[src/rtl/mul_acc_if.sv]
// Handshake bundle between the multiplier product stream, the accumulation stage and its consumer.
// The master modport belongs to the producer/consumer side. The slave modport belongs to mul_acc_stage.
interface mul_acc_if #(
  parameter int DWIDTH  = 11,
  parameter int ACC_LEN = 4
);
  localparam int GW = $clog2(ACC_LEN);
  localparam int SW = 2*DWIDTH + GW;

  logic                 in_valid_i;
  logic                 in_ready_o;
  logic [2*DWIDTH-1:0]  in_prod_i;
  logic                 flush_i;
  logic                 out_valid_o;
  logic                 out_ready_i;
  logic [SW-1:0]        out_sum_o;
  logic [GW:0]          out_cnt_o;

  modport master (
    output in_valid_i, in_prod_i, flush_i, out_ready_i,
    input  in_ready_o, out_valid_o, out_sum_o, out_cnt_o
  );

  modport slave (
    input  in_valid_i, in_prod_i, flush_i, out_ready_i,
    output in_ready_o, out_valid_o, out_sum_o, out_cnt_o
  );
endinterface

[src/rtl/mul_acc_stage.sv]
// Sums groups of ACC_LEN signed products in a guard-extended accumulator.
// Each group sum is held in a single-entry valid/ready output register, and a flush closes a partial group early.
module mul_acc_stage #(
  parameter int DWIDTH  = 11,
  parameter int ACC_LEN = 4
) (
  input  logic     clk,
  input  logic     rst,
  mul_acc_if.slave bus
);
  localparam int GW = $clog2(ACC_LEN);
  localparam int PW = 2*DWIDTH;
  localparam int SW = PW + GW;
  localparam logic [GW-1:0] LAST_CNT = GW'(ACC_LEN-1);

  logic signed [SW-1:0] r_acc;
  logic [GW-1:0]        r_cnt;
  logic signed [SW-1:0] r_outSum;
  logic [GW:0]          r_outCnt;
  logic                 r_outValid;
  logic                 r_flushPend;

  logic                 w_slotFree;
  logic                 w_lastBeat;
  logic                 w_inReady;
  logic                 w_inHs;
  logic                 w_flushExec;
  logic                 w_close;
  logic signed [SW-1:0] w_prodExt;
  logic signed [SW-1:0] w_addend;
  logic signed [SW-1:0] w_total;
  logic [GW:0]          w_cntNext;

  assign w_slotFree  = !r_outValid | bus.out_ready_i;
  assign w_lastBeat  = (r_cnt == LAST_CNT);
  // Only the beat that closes a group has to wait for the output slot.
  assign w_inReady   = !r_flushPend & (!w_lastBeat | w_slotFree);
  assign w_inHs      = bus.in_valid_i & w_inReady;
  assign w_flushExec = (bus.flush_i | r_flushPend) & w_slotFree;
  assign w_close     = (w_inHs & w_lastBeat) | (w_flushExec & ((r_cnt != '0) | w_inHs));

  assign w_prodExt   = {{GW{bus.in_prod_i[PW-1]}}, bus.in_prod_i};
  assign w_addend    = w_inHs ? w_prodExt : '0;
  assign w_total     = r_acc + w_addend;
  assign w_cntNext   = {1'b0, r_cnt} + {{GW{1'b0}}, w_inHs};

  assign bus.in_ready_o  = w_inReady;
  assign bus.out_valid_o = r_outValid;
  assign bus.out_sum_o   = r_outSum;
  assign bus.out_cnt_o   = r_outCnt;

  always_ff @(posedge clk) begin
    if (rst) begin
      r_acc       <= '0;
      r_cnt       <= '0;
      r_outSum    <= '0;
      r_outCnt    <= '0;
      r_outValid  <= 1'b0;
      r_flushPend <= 1'b0;
    end else begin
      if (w_close) begin
        r_outSum   <= w_total;
        r_outCnt   <= w_cntNext;
        r_outValid <= 1'b1;
        r_acc      <= '0;
        r_cnt      <= '0;
      end else begin
        if (bus.out_ready_i)
          r_outValid <= 1'b0;
        if (w_inHs) begin
          r_acc <= w_total;
          r_cnt <= r_cnt + GW'(1);
        end
      end
      // A flush that cannot execute yet is remembered until the slot drains.
      if (w_flushExec)
        r_flushPend <= 1'b0;
      else if (bus.flush_i)
        r_flushPend <= 1'b1;
    end
  end
endmodule
[src/flat_wrapper.sv]
// flat-port wrapper written by rule: the top's interface ports become plain ports
module mul_acc_stage_flat 
#(
  parameter int DWIDTH  = 11,
  parameter int ACC_LEN = 4
)
  (clk, rst, bus_in_valid_i, bus_in_prod_i, bus_flush_i, bus_out_ready_i, bus_in_ready_o, bus_out_valid_o, bus_out_sum_o, bus_out_cnt_o);
  mul_acc_if #(.DWIDTH(DWIDTH), .ACC_LEN(ACC_LEN)) bus_i ();
  input  logic clk;
  input  logic rst;
  input wire logic [$bits(bus_i.in_valid_i)-1:0] bus_in_valid_i;
  input wire logic [$bits(bus_i.in_prod_i)-1:0] bus_in_prod_i;
  input wire logic [$bits(bus_i.flush_i)-1:0] bus_flush_i;
  input wire logic [$bits(bus_i.out_ready_i)-1:0] bus_out_ready_i;
  output wire logic [$bits(bus_i.in_ready_o)-1:0] bus_in_ready_o;
  output wire logic [$bits(bus_i.out_valid_o)-1:0] bus_out_valid_o;
  output wire logic [$bits(bus_i.out_sum_o)-1:0] bus_out_sum_o;
  output wire logic [$bits(bus_i.out_cnt_o)-1:0] bus_out_cnt_o;
  assign bus_i.in_valid_i = bus_in_valid_i;
  assign bus_i.in_prod_i = bus_in_prod_i;
  assign bus_i.flush_i = bus_flush_i;
  assign bus_i.out_ready_i = bus_out_ready_i;
  assign bus_in_ready_o = bus_i.in_ready_o;
  assign bus_out_valid_o = bus_i.out_valid_o;
  assign bus_out_sum_o = bus_i.out_sum_o;
  assign bus_out_cnt_o = bus_i.out_cnt_o;
  mul_acc_stage #(.DWIDTH(DWIDTH), .ACC_LEN(ACC_LEN)) u_core (.clk(clk), .rst(rst), .bus(bus_i));
endmodule
[config.mk]
export PLATFORM = sky130hd
export DESIGN_NAME = mul_acc_stage_flat
export DESIGN_NICKNAME = d
export VERILOG_FILES = /design/src/rtl/mul_acc_if.sv /design/src/rtl/mul_acc_stage.sv /design/src/flat_wrapper.sv
export SDC_FILE = /design/constraint.sdc
export NUM_CORES = 1
export LEC_CHECK = 0
export ABC_AREA = 1
export BUFFER_PORTS_ARGS = -buffer_cell sky130_fd_sc_hd__buf_2
export CORE_ASPECT_RATIO = 0.5
export CORE_MARGIN = 2
export CORE_UTILIZATION = 45
export DETAILED_ROUTE_END_ITERATION = 8
export PLACE_DENSITY = 0.65
export SETUP_SLACK_MARGIN = 0.5
export SLEW_MARGIN = 10
export SYNTH_ARGS = -nofsm -noshare
export SYNTH_HDL_FRONTEND = slang
export SYNTH_SLANG_ARGS = --single-unit
[constraint.sdc]
create_clock -name clk -period 4.02 [get_ports clk]
set_input_delay 1.005 -clock clk [delete_from_list [all_inputs] [get_ports clk]]
set_output_delay 1.005 -clock clk [all_outputs]
set_load 0.01 [all_outputs]
Yosys cells after proc, flatten, opt, wreduce, memory -nomap -nowiden
Index checks and enable logic that the tools add are counted.
Widths: inputs -> output; s select.
- register bits: 55
- bits in latches: 0
- bits in writable memories: 0
- bits in read-only memories: 0
- memories: 0
- add/sub/neg operators: 3
- multiply operators: 0
- divide/modulo/power cells: 0
- magnitude comparators: 0
- equal/unequal tests: 1
- shifts and indexed selects: 0
- multiplexer cells: 3
- bitwise operators: 10
- reductions and logical operators: 7
- operators with widths (operator ; count):
    $add 24x24->24 ; 1
    $mux 24 ; 1
    $and 1x1->1 ; 5
    $or 1x1->1 ; 5
    $reduce_bool 2->1 ; 2
    $reduce_or 2->1 ; 2
    $add 2x1->3 ; 1
    $logic_not 1->1 ; 3
    $add 2x1->2 const B ; 1
    $eq 2x2->1 const B ; 1
    $mux 1 ; 2

Logic depth before layout (Yosys ltp)
- depth in word-level cells: 9
- depth in mapped cells: 19
- mapped depth without buffers: 17

Worst setup path before layout
OpenSTA, ideal clock, no wires.
- path kind: input-to-reg
- from: input port bus_out_ready_i
- to: register u_core.r_acc[12]
- arrival: 3.167 ns
- data required time: 3.906 ns
- path slack: 0.740 ns
- cell stages on the path: 18
- cell sequence: inv_2 -> nand3_1 -> nand3_2 -> buf_2 -> buf_1 -> nor2_1 -> ha_1 -> fa_1 -> nand3_1 -> nand3_1 -> nand2_1 -> nand3_1 -> nand2_1 -> nand2_1 -> nand2_1 -> nand2_1 -> o21bai_1 -> inv_1
- word-level cells in the longest chain between the ends: 8
- ends and longest elaborated chain (item ; RTL line ; text):
    start: declaration ; flat_wrapper.sv:14 ; input wire logic [$bits(bus_i.out_ready_i)-1:0] bus_out_ready_i;
    $or 1x1->1 (*) ; mul_acc_stage.sv:34 ; assign w_slotFree = !r_outValid | bus.out_ready_i;
    parallel branches: the longest is 7 deep, another holds $add 24x24->24 ; -- ;
    end signal: assignment ; mul_acc_stage.sv:71 ; r_acc <= w_total;
    end: declaration ; mul_acc_stage.sv:16 ; logic signed [SW-1:0] r_acc;
Mark *: on every way between the ends.
A chain may end at the register's enable or synchronous reset.

Final worst setup path
Same ends and word-level chain as after synthesis.

==> metrics <==
status finished, final reports clean; RSZ-0062 raised after global routing false; die area 9570 µm²; Synth Net Count 699; setup bufs post-CTS 0; Non-Filler Instances 814; routed length per instance 12.4 µm; Hold Path Class flop to flop; Slew Limit Headroom around three fifths; gr ovfl total 0; post-synth design cell area 3940 µm²; fin. max-slew vios 0; Fmax 0.327 GHz; combinational share of power 22.9%; area delta synth->final 13.5%; CTS root buf clkbuf_16; H-Tree Depth 2; Most used DFF post-synth dfxtp_1; Crit-path slowest cell fa_1; CP max FO 39; post-route ant nets 0; io pins 56; hold path cells 2; reg2reg start u_core.r_cnt[1]; FP Rows 24; FF+latch count, synth 55; Hold Startpoint u_core.bus.out_sum_o[21]; initial DRC count 215; largest stage delay on the critical path 0.46 ns; Avg Cell Area, Syn 6.12 µm²; Die Span Y 70.2 µm; R2R cell count 17; WP data required 4.22 ns; number of iterations in the first detailed-routing pass 5; DP HPWL 7870 µm; Max-Cap Viols 0; share of cells above drive strength 1 11.5%; Vias/cell 4.75; maximum root-to-sink buffer count 2; Util after Layout 51.9%; CTS Hold Bufs 0; PwrDens 325 nW/µm²; CP Launch Type input pin; DRC viols 0; cts repair resizes 0; Final Hold Violating Endpoints 0; Final min period between 3 and 4 ns; vias in the first global route approximately 3,400; CTS tree yes; sequential area share after synthesis 27.9%; CP Capture Type flop; Final setup viols 0; Sw Share 31.1%; CORE AREA 8620 µm²; Reg clk slew, reported paths 0.08 ns; CTS sink cnt 55; leakage 2.68 nW; gr usage total 22.2%; nets between 700 and 800; asr flop ratio synth 0%; CP top delay family simple AND/OR/NAND/NOR gates; Final Skew 0.00766 ns; r2r setup slk roughly 1.2 ns; Seq pwr share between 40% and 50%; Vias 3,868; worst-margin pin slew 0.590 ns; reg2reg end u_core.r_acc[12]; largest net degree at the start of global routing 46; placed cells 806; critical-path cell list buf_2 > inv_2 > nand3_1 > nand3_2 > buf_12 > nor2_1 > ha_1 > fa_1 > nand3_1 > nand3_1 > nand2_1 > nand3_1 > nand2_1 > nand2_1 > nand2_1 > nand2_1 > o21bai_1 > inv_1; EDFF count, synth 0; Psw roughly 450 µW; CP Class input pin to flop; first-pass GRT wire length 16,600 µm; Unique masters post-synth 37; commonest non-fill, non-tap cells in the layout nand2_1, inv_1, buf_2, dfxtp_1, nor2_1; initial core utilization around 46%; initial antenna violation count 0; most used cell, CP nand2_1; arrival time at the worst endpoint 3.26 ns; Yosys warning count 0; clock power share 35.7%; worst path buffer plus inverter count 4; most common cell after layout, fill and taps aside nand2_1; IO buf count 55; gpl congestion 0.907; hold_ws roughly 0.45 ns; Die X 136 µm; Hold Path Sink u_core.bus.out_sum_o[21]; antenna cells 0; Mapped Cells 644; VDD IR max between 0.00015 and 0.0002 V; Num CTS Buffers 5; Skew-Pair Late Insertion Delay 0.31 ns; Pint about 1.0 mW; final WL between 10,000 and 15,000 µm; Tcrit/Tclk final 76.0%; Fin Setup TNS 0 ns
[cells by family after synthesis]
logic type	after synthesis	synth area share, %
adders and majority gates	28	9.08
buffers and inverters	143	15.0
DFF	55	27.9
and+or+nand+nor	347	36.2
xor gates and xnor gates	9	2.00
AOI/OAI and AO/OA	62	9.81
[state kept, by name, indices dropped and copies added, names as in the netlist]
register,flops
u_core.r_acc,24
u_core.bus.out_cnt_o,3
u_core.r_flushPend,1
u_core.bus.out_sum_o,24
u_core.bus.out_valid_o,1
u_core.r_cnt,2
[Yosys cell counts, types with 2 or more instances]
cell | count | share of area [%]
nor3_1 | 2 | 0.25
nand4_1 | 5 | 0.79
ha_1 | 27 | 8.6
a21oi_1 | 21 | 2.7
a22o_1 | 6 | 1.3
inv_2 | 2 | 0.19
o21ai_2 | 3 | 0.67
buf_2 | 5 | 0.63
buf_1 | 2 | 0.19
inv_1 | 127 | 12
xor2_1 | 3 | 0.67
xnor2_1 | 6 | 1.3
dfxtp_1 | 55 | 28
nor2_1 | 51 | 4.9
nand3_1 | 40 | 5.1
nand2_2 | 3 | 0.48
o21a_1 | 14 | 2.7
buf_4 | 3 | 0.57
nand2_1 | 237 | 23
o21ai_0 | 15 | 1.9
[how the worst max path moves through the flow]
| stage | cells past startpoint | start | end | slack [ns] |
|---|---|---|---|---|
| 5_1_grt | 18 | bus_out_ready_i | u_core.r_acc[12] | 0.78 |
| 3_3_place_gp | 18 | bus_out_ready_i | u_core.r_acc[12] | 0.74 |
| 6_report | 18 | bus_out_ready_i | u_core.r_acc[12] | 0.96 |
| 4_1_cts | 18 | bus_out_ready_i | u_core.r_acc[12] | 0.96 |
| 3_5_place_dp | 18 | bus_out_ready_i | u_core.r_acc[12] | 0.65 |
| 2_1_floorplan | 18 | bus_out_ready_i | u_core.r_acc[12] | 0.74 |
[routing by layer]
metal | track usage (%) | up-vias | part of all wire [%]
met5 | 0 | - | 0
li1 | - | 2056 | -
met3 | 3.85 | 7 | 6.0
met4 | 3.47 | 0 | 0.66
met1 | 35.0 | 1714 | 55
met2 | 31.6 | 91 | 38
[worst reg2reg max path, delay by kind of cell (launching register included)]
kind | cells | cell delay, ns
simple gates | 11 | 1.04
fa+ha+maj | 3 | 0.89
flops | 1 | 0.40
buf+inv | 2 | 0.26
compound gates | 1 | 0.12
[power groups by stage]
stage	clock network, mW	registers, mW	logic (mW)
final	0.519	0.602	0.332
after global placement	0	0.614	0.326
after global routing	0.545	0.606	0.378
after CTS	0.532	0.602	0.332
after floorplan	0	0.620	0.236
after detailed placement	0	0.615	0.330
[per-stage QoR]
step	total power, mW	area, µm²	worst slack [ns]
after global routing	1.53	4470	0.779
after detailed placement	0.944	4300	0.652
after floorplan	0.856	3940	0.740
after CTS	1.47	4470	0.959
final	1.45	4470	0.964
after global placement	0.940	4300	0.740
[area by class of cell]
type,instances,area [µm²]
Clock buffer,6,129
Clock inverter,2,38.8
Fill cell,918,4150
Inverter,130,495
Multi-Input combinational cell,446,2250
Sequential cell,55,1100
Tap cell,117,146
Timing Repair Buffer,58,310
(Power assumes the default switching activity.)
